## src/rtl/rr_next_valid_sched_pkg.sv

```systemverilog
// Shared types and constants for the round-robin next-valid scheduler.
// Latency: n/a (declarations only).
// Backpressure: n/a.
package rr_next_valid_sched_pkg;

  // Grant FSM: IDLE shows no grant, OFFER holds a registered grant until it is accepted.
  typedef enum logic {
    IDLE  = 1'b0,
    OFFER = 1'b1
  } state_t;

  // A burst_limit of zero is treated as this value, so every queue gets at least one grant.
  localparam int unsigned BURST_MIN = 1;

endpackage

```

## src/rtl/rr_wrap_search.sv

```systemverilog
// Wrap-around search: returns the first set bit of v strictly after p, ending with p itself.
// Latency: purely combinational.
// Backpressure: none (no state).
module rr_wrap_search #(
  parameter int W  = 8,
  parameter int SW = $clog2(W)
) (
  input  logic [W-1:0]  v,
  input  logic [SW-1:0] p,
  output logic [SW-1:0] idx,
  output logic          found
);

  logic [W-1:0]  upper_mask;
  logic [W-1:0]  upper;
  logic [W-1:0]  lower;
  logic [SW-1:0] upper_idx;
  logic [SW-1:0] lower_idx;

  // Split v into indices above p (searched first) and indices at or below p (searched after wrap).
  always_comb begin
    upper_mask = '0;
    for (int i = 0; i < W; i++) begin
      upper_mask[i] = (SW'(i) > p);
    end
    upper = v & upper_mask;
    lower = v & ~upper_mask;
  end

  // Lowest-index priority encode of each half; scanning downwards lets the lowest set bit win.
  always_comb begin
    upper_idx = '0;
    lower_idx = '0;
    for (int i = W - 1; i >= 0; i--) begin
      if (upper[i]) upper_idx = SW'(i);
      if (lower[i]) lower_idx = SW'(i);
    end
    idx   = (|upper) ? upper_idx : lower_idx;
    found = |v;
  end

endmodule

```

## src/rtl/rr_next_valid_sched.sv

```systemverilog
// Round-robin next-valid selector with per-queue burst allowance and valid/ready grant output.
// Latency: 1 cycle from all_valid to sel_valid; back-to-back grants with no bubble while sel_ready=1.
// Backpressure: an offered grant is held unchanged until sel_ready; optional RR_SCHED_PAUSE_MASK_EN adds pause_mask.
module rr_next_valid_sched
  import rr_next_valid_sched_pkg::*;
#(
  parameter int INPUT_WIDTH = 8,
  parameter int SEL_WIDTH   = $clog2(INPUT_WIDTH),
  parameter int BURST_WIDTH = 4
) (
  input  logic                   clk,
  input  logic                   rst,
  input  logic [INPUT_WIDTH-1:0] all_valid,
  input  logic [BURST_WIDTH-1:0] burst_limit,
`ifdef RR_SCHED_PAUSE_MASK_EN
  input  logic [INPUT_WIDTH-1:0] pause_mask,
`endif
  output logic                   sel_valid,
  output logic [SEL_WIDTH-1:0]   sel_index,
  input  logic                   sel_ready,
  output logic                   sel_last
);

  state_t                 state;
  state_t                 state_d;
  logic [SEL_WIDTH-1:0]   ptr;
  logic [SEL_WIDTH-1:0]   ptr_d;
  logic [BURST_WIDTH-1:0] burst_cnt;
  logic [BURST_WIDTH-1:0] cnt_d;
  logic [BURST_WIDTH-1:0] lim;
  logic [BURST_WIDTH:0]   cnt_plus1;
  logic [SEL_WIDTH-1:0]   sel_index_d;
  logic [SEL_WIDTH-1:0]   wrap_idx;
  logic [SEL_WIDTH-1:0]   cand;
  logic [INPUT_WIDTH-1:0] eff_valid;
  logic                   sel_last_d;
  logic                   wrap_found;
  logic                   handshake;
  logic                   search;
  logic                   burst_go;

  assign sel_valid = (state == OFFER);
  assign handshake = sel_valid & sel_ready;
  assign lim       = (burst_limit == '0) ? BURST_WIDTH'(BURST_MIN) : burst_limit;

`ifdef RR_SCHED_PAUSE_MASK_EN
  assign eff_valid = all_valid & ~pause_mask;
`else
  assign eff_valid = all_valid;
`endif

  // Pointer/counter as they stand after any grant accepted this cycle; a new search uses these.
  always_comb begin
    ptr_d  = ptr;
    cnt_d  = burst_cnt;
    search = 1'b0;
    if (state == IDLE) begin
      search = 1'b1;
    end else if (handshake) begin
      search = 1'b1;
      ptr_d  = sel_index;
      if (sel_last) begin
        cnt_d = '0;
      end else if (sel_index == ptr) begin
        cnt_d = (&burst_cnt) ? burst_cnt : burst_cnt + 1'b1;
      end else begin
        cnt_d = BURST_WIDTH'(1);
      end
    end
`ifdef RR_SCHED_PAUSE_MASK_EN
    // A paused queue forfeits whatever is left of its burst.
    if (search && pause_mask[ptr_d]) cnt_d = '0;
`endif
  end

  rr_wrap_search #(
    .W  (INPUT_WIDTH),
    .SW (SEL_WIDTH)
  ) u_wrap (
    .v     (eff_valid),
    .p     (ptr_d),
    .idx   (wrap_idx),
    .found (wrap_found)
  );

  // Next grant: continue the current burst if allowed, else take the wrap-search result.
  always_comb begin
    state_d     = state;
    sel_index_d = sel_index;
    sel_last_d  = sel_last;
    burst_go    = (cnt_d != '0) && (cnt_d < lim) && eff_valid[ptr_d];
    cand        = burst_go ? ptr_d : wrap_idx;
    cnt_plus1   = {1'b0, cnt_d} + 1'b1;
    if (search) begin
      if (wrap_found) begin
        state_d     = OFFER;
        sel_index_d = cand;
        sel_last_d  = (cand == ptr_d) ? (cnt_plus1 >= {1'b0, lim})
                                      : (lim == BURST_WIDTH'(BURST_MIN));
      end else begin
        state_d = IDLE;
      end
    end
  end

  // State, pointer, burst counter and registered grant outputs.
  always_ff @(posedge clk) begin
    if (rst) begin
      state     <= IDLE;
      ptr       <= SEL_WIDTH'(INPUT_WIDTH - 1);
      burst_cnt <= '0;
      sel_index <= '0;
      sel_last  <= 1'b0;
    end else begin
      state     <= state_d;
      ptr       <= ptr_d;
      burst_cnt <= cnt_d;
      sel_index <= sel_index_d;
      sel_last  <= sel_last_d;
    end
  end

endmodule

```

## config.mk

```make
export PLATFORM = sky130hd
export DESIGN_NAME = rr_next_valid_sched
export DESIGN_NICKNAME = d
export VERILOG_FILES = /design/src/rtl/rr_next_valid_sched_pkg.sv /design/src/rtl/rr_wrap_search.sv /design/src/rtl/rr_next_valid_sched.sv
export SDC_FILE = /design/constraint.sdc
export NUM_CORES = 1
export LEC_CHECK = 0
export CAP_MARGIN = 20
export CORE_MARGIN = 10
export CORE_UTILIZATION = 44
export CTS_CLUSTER_DIAMETER = 200
export DETAILED_ROUTE_END_ITERATION = 7
export PLACE_DENSITY = 0.65
export RECOVER_POWER = 50
export SLEW_MARGIN = 10
export SYNTH_ARGS = -nofsm -noshare
export SYNTH_HDL_FRONTEND = slang
export SYNTH_HIERARCHICAL = 1
export SYNTH_SLANG_ARGS = --single-unit
```

## constraint.sdc

```tcl
create_clock -name clk -period 7.2 [get_ports clk]
set_input_delay 1.44 -clock clk [delete_from_list [all_inputs] [get_ports clk]]
set_output_delay 1.44 -clock clk [all_outputs]
set_load 0.1 [all_outputs]
```

## Word level (Yosys, flattened, before mapping)

Index checks and enable logic that the tools add are counted.

| operators by class | value |
|---|---|
| add/sub/neg operators | 2 |
| multiply operators | 0 |
| div/mod/pow operators | 0 |
| $lt $le $gt $ge | 11 |
| equality and inequality tests | 3 |
| shifts and indexed selects | 0 |
| mux-type cells | 32 |
| bitwise operators | 4 |
| reductions and logical operators | 8 |

Operators with widths:

| kind | count |
|---|---|
| $mux W3 | 20 |
| $mux W4 | 6 |
| $and A8 B8 Y8 | 2 |
| $reduce_or A8 Y1 | 2 |
| $gt A3 B3 Y1 const A | 4 |
| $not A8 Y8 | 1 |
| $eq A3 B3 Y1 | 2 |
| $gt A1 B3 Y1 const A | 2 |
| $gt A2 B3 Y1 const A | 2 |
| $add A4 B1 Y5 const B | 1 |
| $ge A5 B4 Y1 | 1 |
| $mux W1 | 5 |
| $add A4 B1 Y4 const B | 1 |
| $eq A4 B1 Y1 const B | 1 |
| $logic_not A4 Y1 | 1 |
| $lt A3 B4 Y1 const B | 1 |
| $lt A4 B4 Y1 | 1 |
| $reduce_and A4 Y1 | 1 |
| $reduce_bool A4 Y1 | 1 |
| $bmux W1 S3 | 1 |
| $logic_and A1 B1 Y1 | 2 |
| $reduce_and A2 Y1 | 1 |
| $and A1 B1 Y1 | 1 |

| storage, ports and cells | value |
|---|---|
| register bits | 12 |
| bits in latches | 0 |
| bits in writable memories | 0 |
| memory bits (read-only) | 0 |
| word-level logic and storage cells | 65 |
| memories | 0 |

## Logic depth before layout (Yosys ltp)

| logic depth | value |
|---|---|
| depth after elaboration | 18 |
| mapped depth | 14 |
| depth with buffers taken out | 14 |

## By module

Netlist, hierarchy kept.

By module, submodules not included:

| module | instances | cells each | area an instance (um2) | sequential area each (um2) |
|---|---|---|---|---|
| rr_next_valid_sched | 1 | 124 | 1038.5 | 240.2 |
| rr_wrap_search | 1 | 64 | 365.4 | 0.0 |

## Worst setup path before layout

OpenSTA, ideal clock, no wires.

| timing | value |
|---|---|
| path kind | input-to-reg |
| from | in sel_ready |
| to | reg sel_last |
| library setup time | 120 ps |
| arrival time | 4167 ps |
| data required time | 7080 ps |
| path slack | 2913 ps |
| stages on the path | 14 |
| buffers on the path | 3 |
| path through | buf_2 > nand2_1 > a21oi_1 > inv_1 > buf_4 > buf_2 > or3_1 > a21oi_1 > o211ai_1 > a21oi_1 > xnor2_1 > or3_1 > and4_1 > a211o_1 |

| between the ends | value |
|---|---|
| longest elaborated chain between the ends | 18 |
| elaborated cells between the ends (all ways) | 48 |
| classes of those cells | add/sub (1); order compare (10); eq/ne (1); mux (27); bitwise (4); reduce/logical (5) |

RTL lines:

| item | RTL line | RTL |
|---|---|---|
| from (decl) | rr_next_valid_sched.sv:20 | `input logic sel_ready,` |
| $and A1 B1 Y1 * | rr_next_valid_sched.sv:43 | `assign handshake = sel_valid & sel_ready;` |
| $mux W3 * | rr_next_valid_sched.sv:59 | `end else if (handshake) begin` |
| $mux W3 * | rr_next_valid_sched.sv:57 | `if (state == IDLE) begin` |
| net ptr_d[1] | rr_next_valid_sched.sv:27 | `logic [SEL_WIDTH-1:0] ptr_d;` |
| $gt A3 B3 Y1 | rr_wrap_search.sv:24 | `upper_mask[i] = (SW'(i) > p);` |
| $not A8 Y8 | rr_wrap_search.sv:27 | `lower = v & ~upper_mask;` |
| $and A8 B8 Y8 | rr_wrap_search.sv:27 |  |
| $mux W3 (8 in series) | rr_wrap_search.sv:36 | `if (lower[i]) lower_idx = SW'(i);` |
| $mux W3 * | rr_wrap_search.sv:38 | `idx = (\|upper) ? upper_idx : lower_idx;` |
| net wrap_idx[1] | rr_next_valid_sched.sv:33 | `logic [SEL_WIDTH-1:0] wrap_idx;` |
| $mux W3 * | rr_next_valid_sched.sv:92 | `cand = burst_go ? ptr_d : wrap_idx;` |
| $eq A3 B3 Y1 * | rr_next_valid_sched.sv:98 | `sel_last_d = (cand == ptr_d) ? (cnt_plus1 >= {1'b0, lim})` |
| $mux W1 * | rr_next_valid_sched.sv:98 |  |
| to (signal assigned) | rr_next_valid_sched.sv:119 | `sel_last <= sel_last_d;` |
| to (decl) | rr_next_valid_sched.sv:21 | `output logic sel_last` |

Mark *: on every way through the listed nets, which the timed path passes. The rest lies on a longest branch. The select of a mux whose other input is x is not followed.
A chain may end at the register's enable or synchronous reset.

## Worst setup path after layout

Same ends and word-level chain as after synthesis.

==> summary.md <==
| Metric | Value |
|---|---|
| Status | `completed` |
| # fillers | `323` |
| Post-DP HPWL | `2.84 mm` |
| Seq/Total Area, Yosys | `17.1%` |
| RD Place Congestion | `0.903` |
| H-tree depth reported by CTS | `1` |
| Clock transition at path regs | `0.07 ns` |
| Root buffer cell | `clkbuf_4` |
| Worst Hold Class | `reg -> reg` |
| Pwr per Cell Area | `150 mW/mm^2` |
| Clk_skew | `0.00316 ns` |
| Period utilisation layout | `74.0%` |
| Setup ws final | `1.87 ns` |
| Rel. slew slack | `35.1%` |
| Top FF cell, synth | `dfxtp_1` |
| CP top delay family | `simple AND/OR/NAND/NOR gates` |
| Total global routing track utilization | `12.0%` |
| Die area | `0.00585 sq mm` |
| Critical path's slowest cell | `dlygate4sd3_1` |
| Core region area | `0.00305 sq mm` |
| Cts hold-fix bufs | `0` |
| RSZ-0062 raised after global routing | `no` |
| Max VDD drop | `53.8 uV` |
| Fraction of layout cells with a size suffix above 1 | `6.93%` |
| CTS buffer count | `3` |
| Vias/cell | `5.79` |
| Ant. Diodes | `0` |
| CP endpoint kind | `register` |
| CTS tree | `yes` |
| Synth warn | `6` |
| First-pass iteration count of the detailed router | `4` |
| Critical path's largest stage delay | `0.69 ns` |
| Endpoints failing hold | `0` |
| LEAKAGE | `0.664 nW` |
| CTS sink count | `12` |
| Core Rows | `20` |
| Area added between synthesis and finish | `15.7%` |
| Critical path class | `in -> reg` |
| WP data arrival | `5.49 ns` |
| Pre-CTS setup slack | `2.01 ns` |
| Mapped Cells | `188` |
| Initial core utilization | `46.0%` |
| Cell variety after synth | `64` |
| Fin. max-slew vios | `0` |
| Sum Neg Setup Slack | `0 ns` |
| Share of synthesized registers carrying an async set or reset | `0%` |
| CP max FO | `18` |
| Hold depth | `2` |
| Number of synthesized flops with an enable pin | `0` |
| Vias | `1,425` |
| Fin nets | `228` |
| Crit path launch type | `input port` |
| # resized after CTS | `0` |
| Worst Tran Pin Value | `0.970 ns` |
| Synthesized flop and latch total | `12` |
| IO Count | `20` |
| Largest net degree at the start of global routing | `19` |
| First-pass GRT wire length | `6.17 mm` |
| Critical Path, Cell by Cell | `dlygate4sd3_1 > nand2_1 > a21oi_1 > inv_1 > nor2_1 > nor3b_1 > or4_1 > o311ai_1 > xnor2_1 > or3_1 > and4_1 > a211o_1` |
| Post-synthesis cell area | `0.00140 sq mm` |
| Critical Path Stages | `12` |
| Fmax | `188 MHz` |
| Routed wire per std cell | `14.4 um` |
| Hold slack | `0.531 ns` |
| Depth of the worst register-to-register path | `11` |
| Initial drt markers | `97` |
| Clock buffer depth | `2` |
| Vias in the first global route | `1,390` |
| Total Power | `243 uW` |
| Grt total ovfl | `0` |
| Max-Cap Viols | `0` |
| DR DRC count | `0` |
| Final setup viols | `0` |
| Initial antenna violation count | `0` |
| Synthesized net count | `212` |
| Die span in x | `76.5 um` |
| Final WL | `3.53 mm` |
| Setup bufs post-CTS | `0` |
| Crit path required time | `7.36 ns` |
| Die H | `76.5 um` |
| IO Port Bufs | `19` |
| DRT antenna net count | `0` |
| Fin crit period | `5.33 ns` |
| Synthesized area per cell | `7.47 sq um` |
| Bufs and invs on worst path | `2` |
| Clock Latency Late Sink | `0.27 ns` |
-- per-stage QoR --
step | instance area [sq um] | std cells | utilization, %
3_3_place_gp | 1610 | 243 | 52.7
4_1_cts | 1630 | 246 | 53.5
6_report | 1620 | 246 | 53.2
2_1_floorplan | 1400 | 188 | -
3_5_place_dp | 1610 | 243 | 52.7
5_1_grt | 1620 | 246 | 53.2
-- final cells by class --
type / count / area, sq um / area share [%]
inverter: 16 / 60.1 / 3.70
timing repair buffer: 19 / 190 / 11.7
sequential: 12 / 240 / 14.8
multi-input combinational: 152 / 1060 / 65.0
clock buffer: 3 / 22.5 / 1.39
tap: 44 / 55.1 / 3.39
-- state kept, by name, indices dropped and copies added, names as in the netlist --
register and flops:
sel_index 3, sel_valid 1, burst_cnt 4, sel_last 1, ptr 3
-- worst register-to-register path: stages, from the launching register on --
cell and delay (ns):
dfxtp_1 0.49, nand2_1 0.20, a21oi_1 0.57, inv_1 0.44, nor2_1 0.20, nor3b_1 0.06
or4_1 0.40, o311ai_1 0.46, xnor2_1 0.12, or3_1 0.41, and4_1 0.21, a211o_1 0.28
-- per-layer routing --
metal	up-vias	part of all wire [%]	track usage (%)
met2	32	46	19.7
met1	661	50	15.5
met4	0	1.3	3.90
li1	728	-	-
met3	4	3.0	1.65
met5	-	0	0
-- cells in the final DEF, fill, tap and decap left out, types with 3 or more instances in the layout --
cell type        instances
a21oi_1                 14
a31oi_1                  6
o21ai_0                  5
nand2_1                 12
nor2_1                  13
a21boi_0                 4
nand2b_1                 6
nand3_1                  8
clkdlybuf4s50_1         17
a211oi_1                 3
and3_1                   4
dfxtp_1                 12
nor3_1                   5
clkbuf_4                 3
or3_1                    4
xnor2_1                  7
inv_1                   15
ha_1                     9
-- worst paths after layout --
path,startpoint,endpoint,slack (ns)
worst min-delay path,sel_index[2],sel_index[2],0.53
worst max-delay path,sel_ready,sel_last,1.87
worst min register to register,sel_index[2],sel_index[2],0.53
worst max register to register,sel_valid,sel_last,3.24
-- report_power, final --
group / internal (mW) / switching [mW]
registers: 0.0716 / 0.00538
clock network: 0.0193 / 0.0206
logic: 0.0463 / 0.0802
total: 0.137 / 0.106
-- logic make-up after synthesis --
family / count (synthesis) / share of synthesized area [%]
AOI/OAI and AO/OA: 62 / 33.6
xor gates and xnor gates: 8 / 4.99
adders and majority gates: 10 / 8.73
buffers and inverters: 24 / 7.04
DFF: 12 / 17.1
muxes: 1 / 0.713
and+or+nand+nor: 71 / 27.8
-- synth_stat cells, drive strengths merged (2+ instances only) --
cell,count,area (sq um)
a31oi,6,37.5
a221oi,2,23.8
inv,16,60.1
a21bo,2,20.0
dfxtp,12,240
buf,5,27.5
nor3b,2,20.0
xnor2,7,61.3
or2,2,12.5
o211ai,2,15.0
a21o,2,15.0
clkbuf,3,11.3
nor4,2,12.5
and2,4,25.0
nand2b,6,37.5
a41oi,2,17.5
o22ai,3,25.0
o21ai,5,25.0
or3,4,25.0
nand3,8,40.0
nor2,14,60.1
and3,4,25.0
nor3,5,25.0
ha,9,113
a211oi,5,52.6
a21boi,4,30.0
nand2,12,45.0
a21oi,14,73.8
Power figures use the tool's default switching activity.
